<file path="src/rtl/i2c_seq_pkg.sv">
// Shared types and constants for the I2C register-access sequencer.
//   seq_state_t  : sequencer state encoding
//   seq_status_t : response status codes returned on rsp_status
//   RW_WRITE / RW_READ : value of the R/W bit appended to the 7-bit address
package i2c_seq_pkg;

  typedef enum logic [2:0] {
    S_IDLE,
    S_START,
    S_REG,
    S_WR,
    S_RSTART,
    S_RD,
    S_DRAIN,
    S_RESP
  } seq_state_t;

  typedef enum logic [1:0] {
    ST_OK          = 2'd0,
    ST_ADDR_NACK   = 2'd1,
    ST_DATA_NACK   = 2'd2,
    ST_ARB_TIMEOUT = 2'd3
  } seq_status_t;

  localparam logic RW_WRITE = 1'b0;
  localparam logic RW_READ  = 1'b1;

endpackage

</file>
<file path="src/rtl/i2c_reg_sequencer.sv">
// i2c_reg_sequencer: expands one single-byte register access into the
// i2c_master control sequence (START, address, register byte, then either a
// data write or a repeated START plus one-byte read) and returns a response.
//
// Ports:
//   clk_in, rst_n                  clock, synchronous active-low reset
//   req_valid/req_ready            request handshake (ready only in IDLE)
//   req_write, req_dev, req_reg, req_wdata   request fields, latched on accept
//   rsp_valid, rsp_rdata, rsp_status         one-cycle response strobe + data
//   m_*                            control/status to and from i2c_master
//   busy                           high whenever the sequencer is not IDLE
//
// Optional build macro:
//   I2C_SEQ_TIMEOUT_EN  enables a per-request watchdog of TIMEOUT_CYCLES
//                       cycles; on expiry the response is status 3 and the
//                       STOP drain is skipped.
//
// state    | meaning
// ---------+--------------------------------------------------------------
// IDLE     | waiting for a request
// START    | START + {dev,W} + register byte requested, wait master ready
// REG      | wait for register byte result
// WR       | data byte being written, wait for completion
// RSTART   | repeated START with {dev,R}, wait for address phase result
// RD       | reading the single data byte (master NACKs it)
// DRAIN    | wait for the STOP to finish (master ready again)
// RESP     | one-cycle response strobe
module i2c_reg_sequencer
  import i2c_seq_pkg::*;
#(
  parameter int unsigned TIMEOUT_CYCLES = 4800000
) (
  input  logic       clk_in,
  input  logic       rst_n,
  input  logic       req_valid,
  output logic       req_ready,
  input  logic       req_write,
  input  logic [6:0] req_dev,
  input  logic [7:0] req_reg,
  input  logic [7:0] req_wdata,
  output logic       rsp_valid,
  output logic [7:0] rsp_rdata,
  output logic [1:0] rsp_status,
  output logic [7:0] m_address,
  output logic       m_transfer_start,
  output logic       m_transfer_continues,
  output logic [7:0] m_data_tx,
  input  logic       m_transfer_ready,
  input  logic       m_interrupt,
  input  logic       m_transaction_complete,
  input  logic       m_nack,
  input  logic [7:0] m_data_rx,
  input  logic       m_address_err,
  input  logic       m_arbitration_err,
  output logic       busy
);

  // The watchdog counter is 23 bits wide; reject limits it cannot reach.
  if (TIMEOUT_CYCLES == 0 || TIMEOUT_CYCLES > 32'h007F_FFFF) begin : g_bad_timeout
    $error("i2c_reg_sequencer: TIMEOUT_CYCLES out of range for 23-bit watchdog");
  end

  seq_state_t  state;
  seq_status_t status_q;
  logic [6:0]  dev_q;
  logic [7:0]  reg_q;
  logic [7:0]  wdata_q;
  logic        write_q;
  logic        wd_expire;

  assign req_ready  = (state == S_IDLE);
  assign busy       = (state != S_IDLE);
  assign rsp_status = status_q;

`ifdef I2C_SEQ_TIMEOUT_EN
  logic [22:0] wd_cnt;

  // Cleared while IDLE, so counting starts from the acceptance edge.
  always_ff @(posedge clk_in) begin
    if (!rst_n || state == S_IDLE) wd_cnt <= '0;
    else                           wd_cnt <= wd_cnt + 23'd1;
  end

  // Fires on the edge that would make the count reach the limit.
  assign wd_expire = busy && (state != S_RESP) &&
                     ((wd_cnt + 23'd1) == 23'(TIMEOUT_CYCLES));
`else
  assign wd_expire = 1'b0;
`endif

  always_ff @(posedge clk_in) begin
    if (!rst_n) begin
      state                <= S_IDLE;
      status_q             <= ST_OK;
      dev_q                <= '0;
      reg_q                <= '0;
      wdata_q              <= '0;
      write_q              <= 1'b0;
      rsp_valid            <= 1'b0;
      rsp_rdata            <= '0;
      m_address            <= '0;
      m_transfer_start     <= 1'b0;
      m_transfer_continues <= 1'b0;
      m_data_tx            <= '0;
    end else if (wd_expire) begin
      state                <= S_RESP;
      status_q             <= ST_ARB_TIMEOUT;
      rsp_rdata            <= '0;
      rsp_valid            <= 1'b1;
      m_transfer_start     <= 1'b0;
      m_transfer_continues <= 1'b0;
    end else if (m_arbitration_err && state != S_IDLE && state != S_RESP) begin
      // Lost arbitration beats any NACK reported in the same cycle.
      state                <= S_DRAIN;
      status_q             <= ST_ARB_TIMEOUT;
      rsp_rdata            <= '0;
      m_transfer_start     <= 1'b0;
      m_transfer_continues <= 1'b0;
    end else begin
      rsp_valid <= 1'b0;
      case (state)
        S_IDLE: begin
          if (req_valid) begin
            dev_q                <= req_dev;
            reg_q                <= req_reg;
            wdata_q              <= req_wdata;
            write_q              <= req_write;
            status_q             <= ST_OK;
            rsp_rdata            <= '0;
            m_address            <= {req_dev, RW_WRITE};
            m_data_tx            <= req_reg;
            m_transfer_start     <= 1'b1;
            m_transfer_continues <= req_write;
            state                <= S_START;
          end
        end
        S_START: begin
          if (m_transfer_ready) begin
            m_transfer_start <= 1'b0;
            state            <= S_REG;
          end
        end
        S_REG: begin
          if (m_interrupt) begin
            if (m_address_err) begin
              status_q             <= ST_ADDR_NACK;
              m_transfer_continues <= 1'b0;
              state                <= S_DRAIN;
            end else if (m_transaction_complete && m_nack) begin
              status_q             <= ST_DATA_NACK;
              m_transfer_continues <= 1'b0;
              state                <= S_DRAIN;
            end else if (write_q) begin
              m_data_tx            <= wdata_q;
              m_transfer_continues <= 1'b0;
              state                <= S_WR;
            end else begin
              m_address            <= {dev_q, RW_READ};
              m_transfer_start     <= 1'b1;
              m_transfer_continues <= 1'b0;
              state                <= S_RSTART;
            end
          end
        end
        S_WR: begin
          if (m_interrupt && m_transaction_complete) begin
            status_q <= m_nack ? ST_DATA_NACK : ST_OK;
            state    <= S_DRAIN;
          end
        end
        S_RSTART: begin
          if (m_interrupt) begin
            m_transfer_start <= 1'b0;
            if (m_address_err) begin
              status_q <= ST_ADDR_NACK;
              state    <= S_DRAIN;
            end else begin
              state <= S_RD;
            end
          end
        end
        S_RD: begin
          // m_nack is expected here: the master NACKs the only byte read.
          if (m_interrupt && m_transaction_complete) begin
            rsp_rdata <= m_data_rx;
            status_q  <= ST_OK;
            state     <= S_DRAIN;
          end
        end
        S_DRAIN: begin
          if (m_transfer_ready) begin
            rsp_valid <= 1'b1;
            state     <= S_RESP;
          end
        end
        S_RESP: begin
          state <= S_IDLE;
        end
        default: begin
          state <= S_IDLE;
        end
      endcase
    end
  end

endmodule

</file>
<file path="config.mk">
export PLATFORM = sky130hd
export DESIGN_NAME = i2c_reg_sequencer
export DESIGN_NICKNAME = d
export VERILOG_FILES = /design/src/rtl/i2c_seq_pkg.sv /design/src/rtl/i2c_reg_sequencer.sv
export SDC_FILE = /design/constraint.sdc
export NUM_CORES = 1
export LEC_CHECK = 0
export CORE_MARGIN = 2
export CORE_UTILIZATION = 39
export DETAILED_ROUTE_END_ITERATION = 8
export GPL_ROUTABILITY_DRIVEN = 0
export PLACE_DENSITY = 0.71
export SLEW_MARGIN = 30
export SYNTH_ARGS = -nofsm -noshare
export SYNTH_HDL_FRONTEND = slang
export SYNTH_SLANG_ARGS = --single-unit
</file>
<file path="constraint.sdc">
create_clock -name clk_in -period 1.9 [get_ports clk_in]
set_input_delay 0.19 -clock clk_in [delete_from_list [all_inputs] [get_ports clk_in]]
set_output_delay 0.19 -clock clk_in [all_outputs]
set_load 0.005 [all_outputs]
</file>
==> impl_metrics.json <==
{
  "grt_pass1_wl_um": 9180,
  "synth_top_cell_by_area": "dfxtp_1",
  "synth-main-ff-cell": "dfxtp_1",
  "ys_seq_area_share_pct": 41.4,
  "post_cts_buffers": 0,
  "max-clock-path-buffers": 2,
  "hold_ws_ns": 0.451,
  "h-tree-depth": 2,
  "setup_viol": 0,
  "dr.pass1.iters": 4,
  "pwr_density_cell_mw_per_mm2": 1180,
  "vias": 2185,
  "cp.required_ns": 2.09,
  "async_flop_share_pct": 0,
  "crit_end": "m_data_tx[3]$_SDFFE_PN0P_",
  "grt_overflow_total": 0,
  "via_per_inst": 5.13,
  "initial_core_util_pct": 39.9,
  "avgSynthCellArea_um2": 8.59,
  "cts_sinks": 48,
  "seq_area_um2": 963,
  "antenna_found_initial": 0,
  "slew_violations": 0,
  "cap_violations": 0,
  "critPathCaptureType": "register",
  "ioPinCount": 72,
  "dpl-instance-area_mm2": 0.00323,
  "post_cts_resized": 1,
  "netlist.area_leader.share_pct": 41.4,
  "clockRootBuffer": "clkbuf_8",
  "die-area_mm2": 0.00658,
  "fmax_mhz": 559,
  "synth_area_mm2": 0.00232,
  "syn_nets": 311,
  "cts_tree": "done",
  "grt_max_degree": 26,
  "cp.arrival_ns": 1.98,
  "period_share_pct": 94.1,
  "clkSlewWorstSetupHoldPaths_ns": 0.08,
  "die_w_um": 81.1,
  "ys_warn_count": 0,
  "final_area_mm2": 0.00336,
  "power.leakage_nw": 1.30,
  "totalWireLength_um": 5900,
  "area_delta_synth_final_pct": 44.8,
  "max-slew-margin-rel_pct": 70.6,
  "clk_latency_ns": 0.29,
  "hold_violations": 0,
  "postRouteAntennaNets": 0,
  "worst_slew_pin_slew_ns": 0.440,
  "hpwl_um": 4340,
  "r2r_start": "state[1]$_SDFFE_PN0P_",
  "drcViolationCount": 0,
  "ir_worst_vdd_mv": 0.554,
  "status": "finished clean",
  "grt_pass1_vias": 2061,
  "grt_usage_pct": 17.8,
  "multi_input_area_mm2": 0.00127,
  "hold_buffers": 0,
  "antenna_cells": 0,
  "cts_inserted_buffers": 5,
  "port_buffers": 71,
  "rows": 28,
  "worstSetupStartpointType": "input port",
  "ys_top_cells_by_area": "dfxtp_1 41%, nand2_1 11%, a21boi_0 5.8%, mux2i_1 4.3%, nand3_1 4.1%",
  "ys_seq_elements": 48,
  "layout.nets": 393,
  "synthCells": 270,
  "nFillCells": 553,
  "core_area_mm2": 0.00582,
  "synth_cell_type_count": 47,
  "hp-class": "input port to register",
  "path_class": "input port to register",
  "path_max_fanout": 16,
  "synth_edf_count": 0,
  "drt_iter0_drc": 94,
  "fin_crit_ns": 1.79,
  "r2r-end": "m_address[3]$_SDFFE_PN0P_",
  "critPathLaunch": "m_nack",
  "rsz0062_at_grt": "no",
  "die_height_um": 81.1,
  "drive_gt1_share_pct": 17.1,
  "r2r_slack_ns": 0.13,
  "post_drt_wl_per_cell_um": 13.8,
  "reg2reg_depth": 8,
  "fin_skew_ns": 0.00457
}
==> worst min-delay path by stage <==
stage,to,slack (ns),from,depth (start not counted)
after floorplan,dev_q[4]$_SDFFE_PN0P_,0.33,req_dev[4],2
after global placement,rsp_rdata[7]$_SDFFE_PP0P_,0.44,rsp_rdata[7]$_SDFFE_PP0P_,2
after detailed placement,rsp_rdata[1]$_SDFFE_PP0P_,0.45,rsp_rdata[1]$_SDFFE_PP0P_,2
after CTS,wdata_q[0]$_SDFFE_PN0P_,0.44,req_wdata[0],3
after global routing,wdata_q[0]$_SDFFE_PN0P_,0.46,req_wdata[0],3
final,wdata_q[0]$_SDFFE_PN0P_,0.45,req_wdata[0],3
==> area by class of cell <==
type	count	share of cell area [%]
Sequential cell	48	28.7
Clock inverter	1	0.895
Timing Repair Buffer	95	27.4
Tap cell	75	2.80
Inverter	4	0.447
Multi-Input combinational cell	198	37.7
Clock buffer	5	2.05
==> worst max-delay path, cell delays in order <==
cell	delay, ns
clkdlybuf4s50_1	0.44
and2_1	0.21
or3b_2	0.49
a211oi_2	0.23
buf_4	0.23
nand2_1	0.07
o211a_1	0.12
==> synth_stat cells (all sizes together) (2+ instances only) <==
cell	number
nand3	19
a21oi	17
nor2	4
dfxtp	48
o211a	8
clkbuf	9
or3b	3
buf	11
nor2b	2
nand2b	2
and3b	2
nand4	2
nor3	4
a21boi	18
o211ai	2
nand2	66
o21ai	12
mux2i	10
mux2	8
inv	4
==> flip-flops by register name (all words and copies together) (netlist names), 2 cells and up <==
name and count:
m_address 8, m_data_tx 8, rsp_rdata 8, wdata_q 8, dev_q 7, state 3
rsp_status 2
==> cell usage in the layout (no fill, tap or decap), types with 2 or more instances in the layout <==
cell type        count
clkdlybuf4s50_1     71
inv_1                3
o21ai_0              5
or3b_2               2
dfxtp_1             46
buf_4               21
nand2_1             66
buf_12               2
mux2i_1             10
o21ai_2              7
a21boi_0            18
nor2b_1              2
nand4_1              2
nand2b_1             2
nand3_1             19
nor3_1               2
mux2_2               8
dfxtp_2              2
a21oi_2              2
nor2_1               4
and3b_1              2
a21oi_1             15
clkbuf_8             5
o211ai_1             2
o211a_1              8
==> power breakdown <==
group          internal, mW  switching [mW]  total, mW
sequential             1.29           0.178       1.47
clock                 0.378           0.315      0.693
combinational         0.988           0.829       1.82
total                  2.65            1.32       3.97
==> cells by family after synthesis <==
family | share of synthesized area (%)
simple gates | 23.0
buf+inv | 5.18
flops | 41.4
mux | 8.20
compound gates | 22.1
==> per-layer routing <==
layer | routed length [µm] | global-route usage, %
met4 | 34 | 4.41
met5 | 0 | 0
met3 | 323 | 4.11
met2 | 2880 | 31.7
met1 | 2660 | 21.5
==> through the flow <==
step / cells / utilization (%) / power (mW) / worst slack, ns / setup TNS (ns)
global placement: 420 / 55.5 / 3.24 / -0.118 / -1.72
CTS: 426 / 57.3 / 3.98 / 0.0300 / 0
floorplan: 270 / - / 2.43 / 0.0738 / 0
global route: 426 / 57.7 / 4.24 / 0.0110 / 0
finish: 426 / 57.7 / 3.97 / 0.112 / 0
detailed placement: 420 / 55.5 / 3.27 / -0.180 / -2.25
(Power assumes the default switching activity.)
